**config.mk**
```make
export PLATFORM = sky130hd
export DESIGN_NAME = i2s_mic_capture
export DESIGN_NICKNAME = d
export VERILOG_FILES = /design/src/rtl/i2s_mic_capture.sv
export SDC_FILE = /design/constraint.sdc
export NUM_CORES = 1
export LEC_CHECK = 0
export BUFFER_PORTS_ARGS = -buffer_cell sky130_fd_sc_hd__clkbuf_2
export CAP_MARGIN = 40
export CORE_ASPECT_RATIO = 0.5
export CORE_MARGIN = 2
export CORE_UTILIZATION = 25
export DETAILED_ROUTE_END_ITERATION = 7
export MAX_ROUTING_LAYER = met4
export PLACE_DENSITY_LB_ADDON = 0.05
export REMOVE_ABC_BUFFERS = 1
export SLEW_MARGIN = 20
export SYNTH_ARGS = -nofsm -noshare
export SYNTH_HDL_FRONTEND = slang
export SYNTH_SLANG_ARGS = --single-unit
```
**constraint.sdc**
```tcl
create_clock -name clk_clk -period 2.4 [get_ports clk_clk]
set_clock_uncertainty 0.15 [all_clocks]
set_input_delay 0.48 -clock clk_clk [delete_from_list [all_inputs] [get_ports clk_clk]]
set_output_delay 0.48 -clock clk_clk [all_outputs]
set_load 0.1 [all_outputs]
```
**src/rtl/i2s_mic_capture.sv**
```systemverilog
// I2S microphone capture: synchronises the asynchronous I2S bus into clk_clk,
// deserialises left/right words and buffers complete stereo frames in a FIFO.
module i2s_mic_capture #(
  parameter int WORD_W     = 16,
  parameter int FIFO_DEPTH = 4   // power of two, >= 2
) (
  input  logic                          clk_clk,
  input  logic                          reset_reset_n,
  input  logic                          sck,
  input  logic                          ws,
  input  logic                          sd,
  input  logic                          out_ready,
  input  logic                          ovf_clr,
  output logic                          out_valid,
  output logic [WORD_W-1:0]             out_left,
  output logic [WORD_W-1:0]             out_right,
  output logic [$clog2(FIFO_DEPTH):0]   fill,
  output logic                          overflow
);

  localparam int AW = $clog2(FIFO_DEPTH);
  localparam int FW = AW + 1;
  localparam int CW = $clog2(WORD_W + 1);
  localparam logic [CW-1:0] CNT_MAX  = CW'(WORD_W);
  localparam logic [CW-1:0] CNT_LAST = CW'(WORD_W - 1);
  localparam logic [FW-1:0] FULL_CNT = FW'(FIFO_DEPTH);

  typedef enum logic {CH_LEFT = 1'b0, CH_RIGHT = 1'b1} chan_e;

  // Synchroniser and edge-detect flops
  logic sck_s1_q, sck_s2_q, sck_dly_q;
  logic ws_s1_q, ws_s2_q;
  logic sd_s1_q, sd_s2_q;
  logic tick;

  // Deserialiser state
  logic              ws_prev_q, ws_prev_d;
  chan_e             channel_q, channel_d;
  logic [CW-1:0]     bit_cnt_q, bit_cnt_d;
  logic [WORD_W-1:0] shift_q, shift_d;
  logic [WORD_W-1:0] left_hold_q, left_hold_d;
  logic              left_ok_q, left_ok_d;
  logic              armed_q, armed_d;
  logic              push_q, push_d;
  logic [2*WORD_W-1:0] frame_q, frame_d;
  logic [WORD_W-1:0] word;

  // FIFO state
  logic [2*WORD_W-1:0] mem_q [FIFO_DEPTH];
  logic [AW-1:0]     wr_ptr_q, wr_ptr_d;
  logic [AW-1:0]     rd_ptr_q, rd_ptr_d;
  logic [FW-1:0]     fill_q, fill_d;
  logic              ovf_q, ovf_d;
  logic              pop, full, do_write, ovf_evt;
  logic [2*WORD_W-1:0] head;

  // Two-flop synchronisers plus a delayed sck copy for rising-edge detection
  always_ff @(posedge clk_clk or negedge reset_reset_n) begin
    if (!reset_reset_n) begin
      sck_s1_q  <= 1'b0;
      sck_s2_q  <= 1'b0;
      sck_dly_q <= 1'b0;
      ws_s1_q   <= 1'b0;
      ws_s2_q   <= 1'b0;
      sd_s1_q   <= 1'b0;
      sd_s2_q   <= 1'b0;
    end else begin
      sck_s1_q  <= sck;
      sck_s2_q  <= sck_s1_q;
      sck_dly_q <= sck_s2_q;
      ws_s1_q   <= ws;
      ws_s2_q   <= ws_s1_q;
      sd_s1_q   <= sd;
      sd_s2_q   <= sd_s1_q;
    end
  end

  assign tick = sck_s2_q & ~sck_dly_q;
  assign word = {shift_q[WORD_W-2:0], sd_s2_q};

  // Serial deserialiser: slot alignment, word assembly and frame pairing.
  // Shifting is held off until a ws transition has been observed, so data
  // following reset is never taken from a slot of unknown alignment.
  always_comb begin
    ws_prev_d   = ws_prev_q;
    channel_d   = channel_q;
    bit_cnt_d   = bit_cnt_q;
    shift_d     = shift_q;
    left_hold_d = left_hold_q;
    left_ok_d   = left_ok_q;
    armed_d     = armed_q;
    push_d      = 1'b0;
    frame_d     = frame_q;
    if (tick) begin
      if (ws_s2_q != ws_prev_q) begin
        ws_prev_d = ws_s2_q;
        channel_d = chan_e'(ws_s2_q);
        bit_cnt_d = '0;
        armed_d   = 1'b1;
      end else if (armed_q && (bit_cnt_q < CNT_MAX)) begin
        shift_d   = word;
        bit_cnt_d = bit_cnt_q + 1'b1;
        if (bit_cnt_q == CNT_LAST) begin
          if (channel_q == CH_LEFT) begin
            left_hold_d = word;
            left_ok_d   = 1'b1;
          end else if (left_ok_q) begin
            push_d    = 1'b1;
            frame_d   = {left_hold_q, word};
            left_ok_d = 1'b0;
          end
        end
      end
    end
  end

  // Deserialiser state register
  always_ff @(posedge clk_clk or negedge reset_reset_n) begin
    if (!reset_reset_n) begin
      ws_prev_q   <= 1'b0;
      channel_q   <= CH_LEFT;
      bit_cnt_q   <= '0;
      shift_q     <= '0;
      left_hold_q <= '0;
      left_ok_q   <= 1'b0;
      armed_q     <= 1'b0;
      push_q      <= 1'b0;
      frame_q     <= '0;
    end else begin
      ws_prev_q   <= ws_prev_d;
      channel_q   <= channel_d;
      bit_cnt_q   <= bit_cnt_d;
      shift_q     <= shift_d;
      left_hold_q <= left_hold_d;
      left_ok_q   <= left_ok_d;
      armed_q     <= armed_d;
      push_q      <= push_d;
      frame_q     <= frame_d;
    end
  end

  assign out_valid = (fill_q != '0);
  assign pop       = out_valid & out_ready;
  assign full      = (fill_q == FULL_CNT);
  assign do_write  = push_q & (~full | pop);
  assign ovf_evt   = push_q & full & ~pop;

  // FIFO pointer, occupancy and sticky overflow next-state
  always_comb begin
    wr_ptr_d = wr_ptr_q;
    rd_ptr_d = rd_ptr_q;
    fill_d   = fill_q;
    ovf_d    = ovf_q;
    if (do_write) wr_ptr_d = wr_ptr_q + 1'b1;
    if (pop)      rd_ptr_d = rd_ptr_q + 1'b1;
    unique case ({do_write, pop})
      2'b10:   fill_d = fill_q + 1'b1;
      2'b01:   fill_d = fill_q - 1'b1;
      default: fill_d = fill_q;
    endcase
    if (ovf_evt)      ovf_d = 1'b1;
    else if (ovf_clr) ovf_d = 1'b0;
  end

  // FIFO control register
  always_ff @(posedge clk_clk or negedge reset_reset_n) begin
    if (!reset_reset_n) begin
      wr_ptr_q <= '0;
      rd_ptr_q <= '0;
      fill_q   <= '0;
      ovf_q    <= 1'b0;
    end else begin
      wr_ptr_q <= wr_ptr_d;
      rd_ptr_q <= rd_ptr_d;
      fill_q   <= fill_d;
      ovf_q    <= ovf_d;
    end
  end

  // Frame storage; contents are only observable through out_valid-gated outputs
  always_ff @(posedge clk_clk) begin
    if (do_write) mem_q[wr_ptr_q] <= frame_q;
  end

  assign head      = mem_q[rd_ptr_q];
  assign out_left  = out_valid ? head[2*WORD_W-1:WORD_W] : '0;
  assign out_right = out_valid ? head[WORD_W-1:0]        : '0;
  assign fill      = fill_q;
  assign overflow  = ovf_q;

endmodule

```
# Word-level counts from Yosys, hierarchy flattened
# Memories as Yosys holds them, arrays and structs flattened.
# Index checks and enable logic that the tools add are counted.
# Widths: inputs -> output; s select.
[word_totals]
mem_count = 1
ramBits = 128
out_inout_bits = 37
ff_bits = 87
elab_cells = 69
[mem_list]
columns = ["memory", "depth", "width", "read_ports", "rd_ports_with_merged_regs", "write_ports", "line", "rtl"]
rows = [
  ["mem_q", 4, 32, 1, 0, 1, "49", "logic [2*WORD_W-1:0] mem_q [FIFO_DEPTH];"],
]
[op_classes]
reduce_logical = 11
muxes = 16
n_eq_ne = 5
n_bitwise = 11
n_lt_le_gt_ge = 1
add_sub_neg = 5
[ops]
columns = ["cell", "count"]
rows = [
  ["$mux 16", 2],
  ["$mux 1", 11],
  ["$mux 5", 2],
  ["$pmux 3 s2", 1],
  ["$reduce_and 6->1", 1],
  ["$reduce_bool 2->1", 3],
  ["$add 5x1->5 const B", 1],
  ["$and 1x1->1", 5],
  ["$eq 5x4->1 const B", 1],
  ["$lt 5x5->1 const B", 1],
  ["$not 1->1", 5],
  ["$reduce_and 5->1", 1],
  ["$add 2x1->2 const B", 2],
  ["$reduce_and 2->1", 2],
  ["$reduce_and 4->1", 1],
  ["$add 3x1->3 const B", 1],
  ["$eq 3x3->1 const B", 1],
  ["$reduce_and 3->1", 1],
  ["$reduce_bool 3->1", 1],
  ["$sub 3x1->3 const B", 1],
  ["$eq 2x1->1 const B", 1],
  ["$eq 2x2->1 const B", 1],
  ["$logic_and 1x1->1", 1],
  ["$ne 1x1->1", 1],
  ["$or 1x1->1", 1],
]

# Depth between registers and ports, before layout
# Gate-level depths: netlist (run 1).
[depth]
ltp_word = 6
depth_mapped = 8

# Worst setup path before layout (run 1)
# No wires, ideal clock.
[synth_timing]
path_kind = "reg-to-output"
startpoint = "register fill_q[0], in the netlist fill[0]"
endpoint = "output port out_left[0]"
t_arrival_ns = 3.251
path_stages_with_launch = 5
setup_slack_ns = -1.481
required_time_ns = 1.770
path_cell_list = "dfrtp_1 or3_1 clkbuf_1 clkbuf_1 and2_1"
[synth_via]
elab_chain_cells = 2
[synth_rtl]
columns = ["item", "line", "rtl"]
rows = [
  ["from (decl)", "52", "logic [FW-1:0] fill_q, fill_d;"],
  ["from (signal assigned)", "175", "fill_q <= fill_d;"],
  ["$reduce_bool 3->1", "142", "assign out_valid = (fill_q != '0);"],
  ["net out_valid", "14", "output logic out_valid,"],
  ["$mux 16", "186", "assign out_left = out_valid ? head[2*WORD_W-1:WORD_W] : '0;"],
  ["to (decl)", "15", "output logic [WORD_W-1:0] out_left,"],
]
# The timed path passes the listed nets, and every way through them passes these cells.

# Worst setup path after layout (run 1)
[layout_timing]
startpoint = "register rd_ptr_q[0]"
endpoint = "output port out_right[5]"
[layout_via]
elab_chain_cells = 2
[layout_rtl]
columns = ["item", "line", "rtl"]
rows = [
  ["from (decl)", "51", "logic [AW-1:0] rd_ptr_q, rd_ptr_d;"],
  ["from (signal assigned)", "174", "rd_ptr_q <= rd_ptr_d;"],
  ["$mem_v2 4x32", "-", ""],
  ["$mux 16", "187", "assign out_right = out_valid ? head[WORD_W-1:0] : '0;"],
  ["to (decl)", "16", "output logic [WORD_W-1:0] out_right,"],
]
# No other way between the ends.

==> metrics.md, run 1 <==
| Metric | Value |
|---|---|
| Crit path DAT | 2.05 ns |
| Drt first pass iters | 4 |
| Port bufs | 43 |
| Fin area | 0.0108 mm² |
| Final setup TNS | -8.22 ns |
| Worst-margin pin slew | 0.535 ns |
| Violated checks | negative setup slack |
| Initial antenna violation count | 0 |
| Final setup fails | 32 |
| First-pass GRT wire length | 26.8 mm |
| Rel. slew slack | 64.2% |
| Routed WL | 17.1 mm |
| Slew Viols, Final | 0 |
| Kind of critical path | reg2out |
| Critical Path Source Type | flip-flop |
| Number of flops mapped to enable cells by yosys | 128 |
| CTS tree | yes |
| Fill count | 3,196 |
| Yosys reg bits | 215 |
| WL/cell | 17.5 µm |
| Place WS | -0.0127 ns |
| M1 WL | 8.61 mm |
| Min Tclk post-route | 2.68 ns |
| Synth Warn # | 0 |
| Top-area cell type share of the netlist area | 45.2% |
| Top post-synthesis cells by count | 128 x edfxtp_1, 87 x dfrtp_1, 36 x and2_1, 32 x mux4_2 |
| I/O pin total | 44 |
| R2R Setup Slk | 0.12 ns |
| RSZ-0062 raised after global routing | yes |
| Critical Path Sink Type | output port |
| Total track usage | 10.3% |
| Layout cells sized above 1 | 43.8% |
| Starting Density | 25.5% |
| Core area | 0.0333 mm² |
| Met2 wire len | 7.60 mm |
| Global placer's final weighted congestion | 0.630 |
| Max IR drop VDD | 0.515 mV |
| CTS Buffer Depth | 3 |
| H-tree depth | 1 |
| Synth Flop Type | edfxtp_1 |
| Chip width | 265 µm |
| # diodes | 0 |
| Status | finished with violations |
| Crit path required time | 1.77 ns |
| Sink Count | 215 |
| DP HPWL | 9.26 mm |
| Post-Synthesis Cells | 440 |
| Asr flop ratio synth | 40.5% |
| Row count | 47 |
| Vias per std cell | 4.12 |
| Vias in the first global route | 4,378 |
| Global route total overflow | 0 |
| Die Span Y | 134 µm |
| Detail Route met3 WL | 533 µm |
| CP max FO | 6 |
| Leak | 4.43 nW |
| Pwr dens | 938 mW/mm² |
| Root Driver | clkbuf_16 |
| Endpoints failing hold | 0 |
| DIE AREA | 0.0356 mm² |
| Top Metal Used | met4 |
| Final setup margin | -0.281 ns |
| FMAX | 373 MHz |
| Seq/Total Area, Yosys | 70.9% |
| Final Net Count | 532 |
| Count leader, synth | edfxtp_1 |
| Placement Cell Area | 0.00992 mm² |
| Via total after detailed routing | 4,018 |
| Final worst path period share | 112% |
| Max-capacitance violation count | 0 |
| Mapped cell area | 0.00850 mm² |
| Area grow syn2layout | 27.2% |
| Final Power | 10.1 mW |
| Post-route ant nets | 0 |
| Clock-pin slew on the worst setup and hold paths | 0.06 ns |
| Top cells by area, synth | edfxtp_1 45%, dfrtp_1 26%, mux4_2 8.5% |
| Count of cell types in the netlist | 43 |
| Area leader, netlist | edfxtp_1 |
| Largest net degree at the start of global routing | 55 |
| HP Class | in2async |
| CTS Buf Count | 23 |
| Drt initial violations | 203 |
| Residual DRC | 0 |
| Avg Inst Size Synth | 19.3 µm² |
| Skew-Pair Late Insertion Delay | 0.51 ns |
| Post-layout util | 32.5% |
-- registers in the layout, summed over array words and instances (netlist names), 2 cells and up --
name / cells
bit_cnt_q: 5
left_hold_q: 16
mem_q: 128
rd_ptr_q: 2
wr_ptr_q: 2
fill: 3
shift_q: 15
frame_q: 32
-- metrics by stage --
| stage | hold WS, ns | instances |
|---|---|---|
| 2_1_floorplan | 0.0344 | 418 |
| 3_3_place_gp | 0.158 | 926 |
| 3_5_place_dp | 0.155 | 926 |
| 4_1_cts | 0.136 | 975 |
| 5_1_grt | 0.163 | 975 |
| 6_report | 0.166 | 975 |
-- layout by cell type (no fill, tap or decap), drive strengths merged, types with 2 or more instances in the layout --
cell         netlist  routed
xnor2              3       3
xor2               3       3
and4               2       2
mux4              32      32
edfxtp           128     128
ha                 7       7
clkbuf            10      39
clkinv             0      10
and3               2       2
nor2b              4       4
buf               12      60
nand3              5       5
mux2              65      65
a31oi              3       3
mux2i              2       2
o21ai              4       4
nand3b             2       2
dlygate4sd3        0       5
nand2              4       4
inv               11      12
and2              37      37
or2                2       2
dfrtp             87      87
o2111ai            2       2
-- area by class of cell --
type	instances	area, µm²	share of cell area [%]
Sequential cell	215	6020	55.7
Clock buffer	30	602	5.57
Clock inverter	12	82.6	0.764
Multi-Input combinational cell	192	2350	21.8
Tap cell	441	552	5.11
Inverter	11	41.3	0.382
Timing Repair Buffer	74	1150	10.7
-- repair_timing --
item                                    CTS  global route
resized for setup                        37             2
hold buffers                              5             0
setup buffers                             1             0
gates cloned                              1             0
endpoints found under the hold margin    91             0
pin swaps                                 1             0
endpoints found under the setup margin   33            34
-- cell families after synthesis --
logic type,count (synthesis),share of synthesized area (%)
xor+xnor,6,0.619
buf+inv,33,2.56
simple gates,64,4.83
flops,215,70.9
fa+ha+maj,8,1.27
mux,99,18.6
compound gates,15,1.24
-- final timing paths --
| check | cells after the start | to | start |
|---|---|---|---|
| max | 5 | out_right[5] | rd_ptr_q[0] |
| min | 2 | overflow | reset_reset_n |
| max reg2reg | 7 | fill[2] | fill[1] |
| min reg2reg | 0 | ws_s2_q | ws_s1_q |
| max in group asynchronous | 3 | frame_q[12] | reset_reset_n |
| min in group clk_clk | 0 | ws_s2_q | ws_s1_q |
-- metal layers --
metal / vias to the layer above / track usage (%)
met3: 27 / 2.44
met1: 2130 / 14.2
met2: 39 / 15.2
met5: - / -
met4: 0 / 2.51
li1: 1822 / -
-- power breakdown --
group	switching, mW	internal (mW)
registers	0.147	4.04
clock network	1.43	1.87
logic	1.56	1.09
total	3.13	7.00
-- critical path, cell delays in order (launching register included) --
cell     delay [ns]
dfrtp_2        0.40
buf_12         0.13
buf_12         0.14
mux4_2         0.52
and2_4         0.18
buf_12         0.16
No activity file was read; power rests on OpenSTA's default activity.
==> run 2, diff against run 1 <==
CELL_PAD_IN_SITES_DETAIL_PLACEMENT = 1   (was default)
CELL_PAD_IN_SITES_GLOBAL_PLACEMENT = 1   (was default)
==> run 2 against run 1 <==
Against the previous run:
- the flow still finishes with violations (negative setup slack)
- critical path depth did not move
- maximum frequency shrank 0.89%
- sequential share of layout area decreased by 0.27 points
- design area grew 0.49%
- routed wire length up 9.5%
- setup slack worse by 0.024 ns
==> metrics.md, run 2 (synthesized netlist as in run 1, its figures left out) <==
| Metric | Value |
|---|---|
| Status | finished with violations (unchanged) |
| Violated checks | negative setup slack (unchanged) |
| Starting Density | 25.5% (unchanged) |
| DIE AREA | 0.0356 mm² (unchanged) |
| H-tree depth | 1 (unchanged) |
| Placement Cell Area | 0.0100 mm² (was 0.00992 mm²) |
| Rel. slew slack | 63.8% (was 64.2%) |
| Die Span Y | 134 µm (unchanged) |
| Final setup fails | 32 (unchanged) |
| Max-capacitance violation count | 0 (unchanged) |
| Routed WL | 18.7 mm (was 17.1 mm) |
| Core area | 0.0333 mm² (unchanged) |
| DP HPWL | 10.9 mm (was 9.26 mm) |
| Kind of critical path | reg2out (unchanged) |
| CTS tree | yes (unchanged) |
| Commonest non-fill, non-tap cell in the layout | edfxtp_1 (unchanged) |
| Global placer's final weighted congestion | 0.647 (was 0.630) |
| Met2 wire len | 8.76 mm (was 7.60 mm) |
| Drt first pass iters | 4 (unchanged) |
| Skew-Pair Late Insertion Delay | 0.51 ns (about the same) |
| Via total after detailed routing | 4,120 (was 4,018) |
| Row count | 47 (unchanged) |
| Fin area | 0.0109 mm² (was 0.0108 mm²) |
| Final worst path period share | 113% (was 112%) |
| CP max FO | 4 (was 6) |
| CTS Buffer Depth | 3 (unchanged) |
| Top Metal Used | met4 (unchanged) |
| Place WS | -0.00344 ns (was -0.0127 ns) |
| Total track usage | 11.4% (was 10.3%) |
| CTS Buf Count | 22 (was 23) |
| Placed cells | 930 (was 926) |
| Residual DRC | 0 (unchanged) |
| Port bufs | 43 (unchanged) |
| Critical Path Source Type | flip-flop (unchanged) |
| Chip width | 265 µm (unchanged) |
| Detail Route met3 WL | 510 µm (was 533 µm) |
| Area grow syn2layout | 27.8% (was 27.2%) |
| FMAX | 370 MHz (was 373 MHz) |
| Max IR drop VDD | 0.524 mV (was 0.515 mV) |
| Post-layout util | 32.6% (was 32.5%) |
| Crit path DAT | 2.07 ns (was 2.05 ns) |
| Crit path required time | 1.77 ns (about the same) |
| Biggest regs | mem_q: 128 flops, frame_q: 32 flops, left_hold_q: 16 flops (unchanged) |
| First-pass GRT wire length | 29.5 mm (was 26.8 mm) |
| Final Instance Count excl. Fillers | 977 (was 975) |
| R2R Setup Slk | 0.13 ns (was 0.12 ns) |
| Post-route ant nets | 0 (unchanged) |
| HP Class | in2reg (was in2async) |
| Drt initial violations | 164 (was 203) |
| Initial antenna violation count | 0 (unchanged) |
| Layout cells sized above 1 | 43.1% (was 43.8%) |
| Fill count | 3,344 (was 3,196) |
| Final Power | 10.2 mW (was 10.1 mW) |
| Vias per std cell | 4.22 (was 4.12) |
| Endpoints failing hold | 0 (unchanged) |
| Reg with most FFs | mem_q (unchanged) |
| Final Net Count | 536 (was 532) |
| Min Tclk post-route | 2.70 ns (was 2.68 ns) |
| Critical Path Sink Type | output port (unchanged) |
| Global route total overflow | 0 (unchanged) |
| M1 WL | 9.14 mm (was 8.61 mm) |
| Vias in the first global route | 4,712 (was 4,378) |
| Largest net degree at the start of global routing | 88 (was 55) |
| Clock-pin slew on the worst setup and hold paths | 0.06 ns (about the same) |
| Hold WS | 0.0304 ns (was 0.166 ns) |
| Leak | 4.45 nW (was 4.43 nW) |
| Root Driver | clkbuf_16 (unchanged) |
| RSZ-0062 raised after global routing | yes (unchanged) |
| Sink Count | 215 (unchanged) |
| # diodes | 0 (unchanged) |
| Pwr dens | 940 mW/mm² (was 938 mW/mm²) |
| Final setup TNS | -8.32 ns (was -8.22 ns) |
| Slew Viols, Final | 0 (unchanged) |
| Worst-margin pin slew | 0.545 ns (was 0.535 ns) |
| I/O pin total | 44 (unchanged) |
| Number of flip-flops in the largest register | 128 (unchanged) |
| WL/cell | 19.1 µm (was 17.5 µm) |
| Most frequent cells in the layout | 128 x edfxtp_1, 86 x dfrtp_1, 50 x buf_12, 32 x mux4_2 (was 128 x edfxtp_1, 86 x dfrtp_1, 47 x buf_12, 32 x mux4_2, 32 x and2_4) |
| Final setup margin | -0.305 ns (was -0.281 ns) |
-- run 2: changes by cell type in the layout (fill, tap and decap cells not counted), sizes merged --
cell	before	now
buf	60	65
clkbuf	39	44
clkinv	10	4
dlygate4sd3	5	4
inv	12	11
-- run 2: worst paths after layout --
check | depth (start not counted) | from | endpoint
worst max-delay path | 5 | rd_ptr_q[0] | out_right[12]
worst min-delay path | 2 | ovf_clr | overflow
worst max register to register | 7 | fill[1] | fill[2]
worst min register to register | 0 | sd_s1_q | sd_s2_q
max in group asynchronous | 3 | reset_reset_n | rd_ptr_q[0]
min in group asynchronous | 3 | reset_reset_n | frame_q[0]
-- run 2: layout make-up --
| type | count | area, µm² | area share (%) |
|---|---|---|---|
| timing repair buffer | 79 | 1230 | 11.3 |
| tap | 441 | 552 | 5.08 |
| multi-input combinational | 192 | 2340 | 21.5 |
| clock buffer | 34 | 627 | 5.77 |
| sequential | 215 | 6020 | 55.5 |
| inverter | 11 | 41.3 | 0.380 |
| clock inverter | 5 | 47.5 | 0.438 |
-- run 2: metal layers --
metal / up-vias / global-route usage [%]
li1: 1833 / -
met1: 2226 / 15.4
met2: 38 / 17.8
met3: 23 / 2.40
met4: 0 / 2.26
met5: - / -
-- run 2: critical path, cell delays in order (launching register included) --
cell and delay, ns:
dfrtp_2 0.41, buf_6 0.15, clkbuf_16 0.16, mux4_2 0.50, and2_4 0.18, buf_12 0.16
-- run 2: timing repair --
item                                    CTS  global route
hold endpoints to repair                 90             0
endpoints found under the setup margin   33            34
hold buffers                              4             0
cloned                                    1             1
resized for setup                        30             5
setup buffers                             3             0
-- run 2: power by group --
group	internal [mW]	switching (mW)
Sequential	4.04	0.153
Clock	1.90	1.40
Combinational	1.10	1.62
